===== src/rtl/csi2_pixel_unpacker.sv =====
// CSI-2 long-packet payload unpacker: RAW8/RAW10/RAW12 bytes to one MSB-aligned
// pixel per cycle, with VC filtering, framing strobes and length/data-type errors.
module csi2_pixel_unpacker #(
  parameter int PIX_W  = 12,
  parameter int VC_SEL = 0,
  parameter int VC_ANY = 0,
  parameter int WC_W   = 16
) (
  input  logic             clk,
  input  logic             reset,
  input  logic             hdr_valid,
  input  logic [7:0]       hdr_id,
  input  logic [1:0]       hdr_vc,
  input  logic [WC_W-1:0]  hdr_wc,
  input  logic             hdr_ecc_err,
  input  logic             byte_valid,
  input  logic [7:0]       byte_in,
  output logic             pix_valid,
  output logic [PIX_W-1:0] pix_data,
  output logic [WC_W-1:0]  pix_cnt,
  output logic             line_start,
  output logic             line_end,
  output logic             frame_start,
  output logic             frame_end,
  output logic             len_err,
  output logic             unsup_dt,
  output logic             busy
);

  typedef enum logic [2:0] {IDLE, RAW8, RAW10, RAW12, SKIP} state_t;

  typedef struct packed {
    logic [PIX_W-1:0] data;
    logic             ls;
    logic             le;
  } ent_t;

  state_t          state, state_nx;
  logic [WC_W-1:0] byte_cnt, byte_cnt_nx;
  logic [2:0]      grp_idx, grp_idx_nx;
  logic            first_grp, first_nx;
  logic [7:0]      msb [4];
  logic            msb_we;

  ent_t            hold [4];
  ent_t            hold_nx [4];
  logic [2:0]      hold_cnt, hold_cnt_nx;
  ent_t            grp [4];
  logic [2:0]      grp_n;
  ent_t            tmp [8];
  logic [3:0]      total;

  logic            hdr_ok, is_long, take;
  logic            last_byte, last_grp;
  logic            len_err_nx, unsup_nx;
  logic [2:0]      gsize;
  logic [WC_W-1:0] rem;

  assign hdr_ok  = hdr_valid & ~hdr_ecc_err & ((VC_ANY != 0) | (hdr_vc == 2'(VC_SEL)));
  assign is_long = hdr_ok & (hdr_id >= 8'h10);
  assign take    = byte_valid & ~is_long & (state != IDLE) & (byte_cnt != '0);
  assign busy    = (state != IDLE);

  always_comb begin
    case (state)
      RAW10:   gsize = 3'd5;
      RAW12:   gsize = 3'd3;
      default: gsize = 3'd1;
    endcase
  end

  // A group is the last complete one when fewer than a full group of bytes remain after it.
  assign last_byte = (grp_idx == gsize - 3'd1);
  assign rem       = byte_cnt - WC_W'(1);
  assign last_grp  = rem < WC_W'(gsize);

  always_comb begin
    state_nx    = state;
    byte_cnt_nx = byte_cnt;
    grp_idx_nx  = grp_idx;
    first_nx    = first_grp;
    len_err_nx  = 1'b0;
    unsup_nx    = 1'b0;
    msb_we      = 1'b0;
    grp_n       = '0;
    for (int k = 0; k < 4; k++) grp[k] = '0;

    if (is_long) begin
      len_err_nx  = busy;
      grp_idx_nx  = '0;
      first_nx    = 1'b1;
      byte_cnt_nx = hdr_wc;
      unsup_nx    = !(hdr_id inside {8'h2A, 8'h2B, 8'h2C});
      if (hdr_wc == '0) begin
        state_nx = IDLE;
      end else begin
        case (hdr_id)
          8'h2A:   state_nx = RAW8;
          8'h2B:   state_nx = RAW10;
          8'h2C:   state_nx = RAW12;
          default: state_nx = SKIP;
        endcase
      end
    end else if (take) begin
      byte_cnt_nx = byte_cnt - WC_W'(1);
      if (byte_cnt == WC_W'(1)) state_nx = IDLE;
      if (state != SKIP) begin
        if (last_byte) begin
          grp_idx_nx = '0;
          first_nx   = 1'b0;
          case (state)
            RAW8: begin
              grp_n = 3'd1;
              grp[0].data[PIX_W-1 -: 8] = byte_in;
              grp[0].ls = first_grp;
              grp[0].le = last_grp;
            end
            RAW10: begin
              grp_n = 3'd4;
              for (int k = 0; k < 4; k++) begin
                grp[k].data[PIX_W-1 -: 10] = {msb[k], byte_in[2*k +: 2]};
                grp[k].ls = first_grp && (k == 0);
                grp[k].le = last_grp && (k == 3);
              end
            end
            RAW12: begin
              grp_n = 3'd2;
              grp[0].data[PIX_W-1 -: 12] = {msb[0], byte_in[3:0]};
              grp[1].data[PIX_W-1 -: 12] = {msb[1], byte_in[7:4]};
              grp[0].ls = first_grp;
              grp[1].le = last_grp;
            end
            default: ;
          endcase
        end else begin
          grp_idx_nx = grp_idx + 3'd1;
          msb_we     = 1'b1;
          len_err_nx = (byte_cnt == WC_W'(1));
        end
      end
    end
  end

  // Pending tail pixels go out first; a freshly completed group queues behind them.
  always_comb begin
    for (int j = 0; j < 8; j++) tmp[j] = '0;
    for (int j = 0; j < 4; j++) begin
      if (j < int'(hold_cnt)) tmp[j] = hold[j];
    end
    for (int j = 0; j < 8; j++) begin
      for (int k = 0; k < 4; k++) begin
        if ((k < int'(grp_n)) && (j == int'(hold_cnt) + k)) tmp[j] = grp[k];
      end
    end
    total = {1'b0, hold_cnt} + {1'b0, grp_n};
    for (int j = 0; j < 4; j++) hold_nx[j] = tmp[j+1];
    if (total == 4'd0)      hold_cnt_nx = 3'd0;
    else if (total > 4'd5)  hold_cnt_nx = 3'd4;
    else                    hold_cnt_nx = 3'(total - 4'd1);
  end

  always_ff @(posedge clk or posedge reset) begin
    if (reset) begin
      state     <= IDLE;
      byte_cnt  <= '0;
      grp_idx   <= '0;
      first_grp <= 1'b0;
      hold_cnt  <= '0;
      for (int k = 0; k < 4; k++) begin
        msb[k]  <= '0;
        hold[k] <= '0;
      end
    end else begin
      state     <= state_nx;
      byte_cnt  <= byte_cnt_nx;
      grp_idx   <= grp_idx_nx;
      first_grp <= first_nx;
      hold_cnt  <= hold_cnt_nx;
      if (msb_we) msb[grp_idx[1:0]] <= byte_in;
      for (int k = 0; k < 4; k++) hold[k] <= hold_nx[k];
    end
  end

  always_ff @(posedge clk or posedge reset) begin
    if (reset) begin
      pix_valid   <= 1'b0;
      pix_data    <= '0;
      pix_cnt     <= '0;
      line_start  <= 1'b0;
      line_end    <= 1'b0;
      frame_start <= 1'b0;
      frame_end   <= 1'b0;
      len_err     <= 1'b0;
      unsup_dt    <= 1'b0;
    end else begin
      pix_valid   <= (total != 4'd0);
      pix_data    <= tmp[0].data;
      line_start  <= tmp[0].ls;
      line_end    <= tmp[0].le;
      if (total != 4'd0) pix_cnt <= tmp[0].ls ? '0 : pix_cnt + WC_W'(1);
      frame_start <= hdr_ok & (hdr_id == 8'h00);
      frame_end   <= hdr_ok & (hdr_id == 8'h01);
      len_err     <= len_err_nx;
      unsup_dt    <= unsup_nx;
    end
  end

endmodule


===== config.mk =====
export PLATFORM = sky130hd
export DESIGN_NAME = csi2_pixel_unpacker
export DESIGN_NICKNAME = d
export VERILOG_FILES = /design/src/rtl/csi2_pixel_unpacker.sv
export SDC_FILE = /design/constraint.sdc
export NUM_CORES = 1
export LEC_CHECK = 0
export CAP_MARGIN = 20
export CORE_MARGIN = 1
export CORE_UTILIZATION = 35
export CTS_CLUSTER_SIZE = 40
export DETAILED_ROUTE_END_ITERATION = 7
export PLACE_DENSITY = 0.61
export SYNTH_ARGS = -nofsm -noshare
export SYNTH_HDL_FRONTEND = slang
export SYNTH_SLANG_ARGS = --single-unit
export TNS_END_PERCENT = 1

===== constraint.sdc =====
create_clock -name clk -period 8.8 [get_ports clk]
set_input_delay 0.88 -clock clk [delete_from_list [all_inputs] [get_ports clk]]
set_output_delay 0.88 -clock clk [all_outputs]
set_load 0.03 [all_outputs]

After elaboration in Yosys (flattened, before gate mapping)
Cells that the tools add are included.
{"block": "word_totals", "in_bits": 39, "ff_bits": 149, "wordCells": 215, "out_inout_bits": 36, "mem_bits_ro": 0, "latchBits": 0, "ramBits": 0, "n_memories": 0}
{"block": "op_classes", "n_reduce_logical": 43, "order_cmp": 13, "n_mul": 0, "muxes": 83, "div_mod_pow": 0, "n_bitwise": 11, "eq_ne": 26, "add_sub_neg": 9, "n_shift": 0}
{"operator": "$mux 14", "count": 24}
{"operator": "$eq 3x32->1 const A", "count": 6}
{"operator": "$mux 38", "count": 4}
{"operator": "$logic_not 32->1", "count": 4}
{"operator": "$eq 2x32->1 const A", "count": 3}
{"operator": "$eq 4x32->1 const A", "count": 3}
{"operator": "$mux 10", "count": 6}
{"operator": "$mux 16", "count": 3}
{"operator": "$mux 3", "count": 14}
{"operator": "$bwmux 32", "count": 1}
{"operator": "$eq 8x6->1 const B", "count": 3}
{"operator": "$logic_and 1x1->1", "count": 21}
{"operator": "$mux 1", "count": 21}
{"operator": "$pmux 10 s2", "count": 1}
{"operator": "$pmux 3 s3", "count": 2}
{"operator": "$add 16x1->16 const B", "count": 1}
{"operator": "$demux 8 s2", "count": 1}
{"operator": "$eq 16x1->1 const B", "count": 1}
{"operator": "$logic_not 16->1", "count": 1}
{"operator": "$lt 16x3->1", "count": 1}
{"operator": "$pmux 8 s2", "count": 1}
{"operator": "$reduce_bool 16->1", "count": 1}
{"operator": "$sub 16x1->16 const B", "count": 1}
{"operator": "$lt 1x3->1 const A", "count": 4}
{"operator": "35 further kinds", "count": 57}

Logic depth before layout (Yosys ltp)
{"block": "logic_depth", "word_depth": 17, "depth_mapped": 19, "depth_no_buf": 17}

Least setup slack after synthesis
OpenSTA, ideal clock, no wires.
{"block": "synth_timing", "path_type": "input -> register", "from": "input hdr_vc[1]", "to": "register pix_cnt[15]", "arrival_time_ns": 4.370, "path_buffers": 1, "setup_ns": 0.072, "required_ns": 8.728, "path_slack_ns": 4.358, "path_stages": 16, "cell_sequence": "or4b_1 -> o21ai_2 -> nor2_1 -> nand2_1 -> inv_1 -> ha_1 -> inv_1 -> fa_1 -> ha_1 -> o2111a_1 -> clkbuf_1 -> or3_1 -> nor2_1 -> nand4_1 -> xor2_1 -> nor2_1"}
{"block": "synth_via", "elab_chain_cells": 16, "elab_cells_between_ends": 26, "cone_classes": "1 x add/sub; 4 x order compare; 9 x mux; 6 x bitwise; 6 x reduce/logical"}
{"item": "from (decl)", "line_no": "13", "source": "input logic [1:0] hdr_vc,"}
{"item": "$logic_not 2->1 *", "line_no": "59", "source": "assign hdr_ok = hdr_valid & ~hdr_ecc_err & ((VC_ANY != 0) | (hdr_vc == 2'(VC_SEL)));"}
{"item": "$and 1x1->1 *", "line_no": "59"}
{"item": "$and 1x1->1 *", "line_no": "60", "source": "assign is_long = hdr_ok & (hdr_id >= 8'h10);"}
{"item": "$not 1->1", "line_no": "61", "source": "assign take = byte_valid & ~is_long & (state != IDLE) & (byte_cnt != '0);"}
{"item": "$and 1x1->1 (3 in a row)", "line_no": "61"}
{"item": "$mux 3", "line_no": "104", "source": "end else if (take) begin"}
{"item": "$mux 3", "line_no": "88", "source": "if (is_long) begin"}
{"item": "$lt 1x3->1"}
{"item": "$logic_and 1x1->1", "line_no": "152", "source": "if ((k < int'(grp_n)) && (j == int'(hold_cnt) + k)) tmp[j] = grp[k];"}
{"item": "$mux 14 (4 in a row)", "line_no": "152"}
{"item": "$mux 16", "line_no": "200", "source": "if (total != 4'd0) pix_cnt <= tmp[0].ls ? '0 : pix_cnt + WC_W'(1);"}
{"item": "to (signal assigned)", "line_no": "200"}
{"item": "to (decl)", "line_no": "20", "source": "output logic [WC_W-1:0] pix_cnt,"}
Every way passes the cells marked *; elsewhere a longest branch is shown, timed or not.
A chain may end at the register's enable or synchronous reset.

Worst setup path after layout
Ends and elaborated chain as after synthesis.

==> results_dict.tcl <==
set metrics [dict create \
    synth_nets 1026 \
    cp_max_fo 10 \
    coreArea_sq_um 25000 \
    ir_drop_uv 137 \
    path_clk_slew_ns 0.07 \
    synth_edf_count 0 \
    max_freq_mhz 207 \
    status "finished clean" \
    synth.most_common_cell "dfrtp_1" \
    regArea_sq_um 3730 \
    clock_latency_ns 0.43 \
    tns_ns 0 \
    fillers 2465 \
    yosysTopAreaCell "dfrtp_1" \
    netlist_instances 966 \
    hold_violations 0 \
    p_sw_uw 730 \
    track_usage_pct 21.9 \
    powerDensity_nw_per_um2 195 \
    hpwl_mm 19.2 \
    min_to "msb[16]" \
    tritoncts.num_buffers 17 \
    swShare_pct 35.9 \
    min_path_cells 1 \
    ant_nets 0 \
    multiInputGateArea_sq_um 4740 \
    sequentialPowerShare_pct 39.6 \
    synth_commonest_cells "149 x dfrtp_1, 112 x nand2_1, 79 x nor2_1" \
    wire_per_inst_microns 20.8 \
    area_growth_pct 16.9 \
    clock_skew_ns 0.0170 \
    layout-drive-gt1-share_pct 11.7 \
    rr_startpoint "byte_cnt[0]" \
    critPathKind "primary input to flop" \
    first_iter_violations 663 \
    cap_viol_max_count 0 \
    critPathSlowestCell "or4b_1" \
    slew_viol_final 0 \
    synth_top_area_share_pct 41.9 \
    critical_path_required_ns 9.08 \
    ios 75 \
    die_y_microns 161 \
    ys.flop_type "dfrtp_1" \
    ys_seq_area_share_pct 41.9 \
    hold_start "msb[16]" \
    synth_cell_types 82 \
    die_area_sq_um 26100 \
    drcViolationCount 0 \
    avgViaCountPerCell 5.99 \
    setup_viol 0 \
    grt_antenna_before_repair 0 \
    wirelength_mm 28.1 \
    grt_overflow 0 \
    initial_core_util_pct 35.6 \
    finalCritPeriodShare_pct 54.8 \
    r2r_cells 17 \
    r2r_end "pix_cnt[15]" \
    synth-seq-cells 149 \
    num_antenna_cells 0 \
    p_clk_share_pct 36.6 \
    grt_max_degree 103 \
    cts_root_buf "clkbuf_16" \
    p_int_mw 1.30 \
    synth_area_leaders "dfrtp_1 42%, mux2_2 5.6%, nand2_1 4.7%" \
    cpPeakStageDelay_ns 0.59 \
    leakage_nw 4.32 \
    crit_chain "clkdlybuf4s50_1, or4b_1, o21ai_2, nor2_1, nand2_1, inv_1, ha_1, inv_1, fa_1, ha_1, o2111a_1, or3_1, nor2_1, nand4_1, xor2_1, nor2_1" \
    maxSlewHeadroom_pct 22.5 \
    die_x_microns 161 \
    tightest_slew_ns 1.16 \
    synth_warnings 0 \
    cts_tree "done" \
    vias 8085 \
    syn_area_per_cell_sq_um 9.22 \
    cts_sinks 149 \
    ctsHoldBuffers 0 \
    cp.arrival_ns 5.11 \
    nNetsFinal 1066 \
    layout.cells.non_filler 1349 \
    period_minus_slack_ns 4.82 \
    cts_setup_buffers 0 \
    cpMostUsedCell "nor2_1" \
    cp-end-kind "flop" \
    drtPass1Iterations 8 \
    cts_buffer_depth 2 \
    gp_congestion 0.876 \
    placedCellCount 1317 \
    hold_path_class "flop to flop" \
    startpoint_type "primary input" \
    portBuffers 74 \
    ctsHtreeMaxLevel 4 \
    power.share.combinational_pct 23.9 \
    ctsResizeCount 0 \
    rsz0062_at_grt "no" \
    core.rowCount 58 \
    grt_pass1_vias 7820 \
    async_reset_ff_share_pct 100 \
    mappedNetlistArea_sq_um 8900 \
    grt_pass1_wl_mm 44.2 \
    r2r_slack_ns 4.24 \
]
[how the worst max path moves through the flow]
stage	start	to	depth (start not counted)	slack (ns)
final	hdr_vc[1]	pix_cnt[15]	16	3.98
after global routing	hdr_vc[1]	pix_cnt[15]	16	3.64
after CTS	hdr_vc[1]	pix_cnt[15]	16	3.97
after detailed placement	hdr_vc[1]	pix_cnt[15]	16	3.52
after global placement	hdr_vc[1]	pix_cnt[15]	16	3.66
after floorplan	reset	byte_cnt[0]	1	3.91
[logic make-up (layout without fill, tap and decap cells)]
kind of cell	count (synthesis)	count (layout)	synth area share, %
flops	149	149	41.9
compound gates	281	281	22.1
simple gates	364	364	20.8
mux	47	47	5.90
xor+xnor	13	13	1.28
fa+ha+maj	21	21	3.04
buf+inv	91	144	5.00
[power groups by stage]
stage / registers [mW] / logic [mW] / clock network, mW
2_1_floorplan: 0.809 / 0.320 / 0
3_3_place_gp: 0.813 / 0.475 / 0
3_5_place_dp: 0.814 / 0.480 / 0
4_1_cts: 0.801 / 0.481 / 0.757
5_1_grt: 0.810 / 0.534 / 0.785
6_report: 0.803 / 0.484 / 0.743
[metal layers]
| layer | vias to the layer above | routed length (microns) | GRT usage (%) |
|---|---|---|---|
| li1 | 3702 | - | - |
| met1 | 3898 | 11700 | 28.5 |
| met2 | 401 | 13100 | 34.9 |
| met3 | 84 | 2310 | 4.65 |
| met4 | 0 | 1000 | 9.86 |
| met5 | - | 0 | 0 |
[cell usage in the layout, fill, tap and decap left out, types with 25 or more instances in the layout]
| cell | instances |
|---|---|
| clkdlybuf4s50_1 | 74 |
| nor2_1 | 79 |
| o21ai_0 | 60 |
| nand2_1 | 112 |
| a22oi_1 | 26 |
| dfrtp_1 | 149 |
| mux2_2 | 44 |
| nand3_1 | 38 |
| inv_1 | 25 |
| a21oi_1 | 34 |
[worst max-delay path, delay by kind of cell]
family          cells  cell delay (ns)
buf+inv             3             0.57
fa+ha+maj           3             0.88
compound gates      2             0.70
xor+xnor            1             0.16
simple gates        7             1.91
[flip-flops by register name, indices dropped and copies added, names as in the netlist, 3 cells and up]
signal and count:
hold 56, msb 32, byte_cnt 16, pix_cnt 16
pix_data 12, grp_idx 3, hold_cnt 3, state 3
[through the flow]
stage / util [%] / instance area (sq um) / worst slack [ns] / total power [mW] / hold WS [ns]
2_1_floorplan: - / 8900 / 3.91 / 1.13 / 0.470
3_3_place_gp: 39.2 / 9820 / 3.66 / 1.29 / 0.483
3_5_place_dp: 39.2 / 9820 / 3.52 / 1.29 / 0.487
4_1_cts: 41.6 / 10400 / 3.97 / 2.04 / 0.507
5_1_grt: 41.6 / 10400 / 3.64 / 2.13 / 0.523
6_report: 41.6 / 10400 / 3.98 / 2.03 / 0.506
[layout make-up]
class / count / share of cell area [%]
clock buffer: 18 / 4.22
tap: 330 / 3.97
multi-input combinational: 726 / 45.6
sequential: 149 / 35.8
timing repair buffer: 85 / 7.91
inverter: 27 / 1.02
clock inverter: 14 / 1.49
No activity file was read; power rests on OpenSTA's default activity.
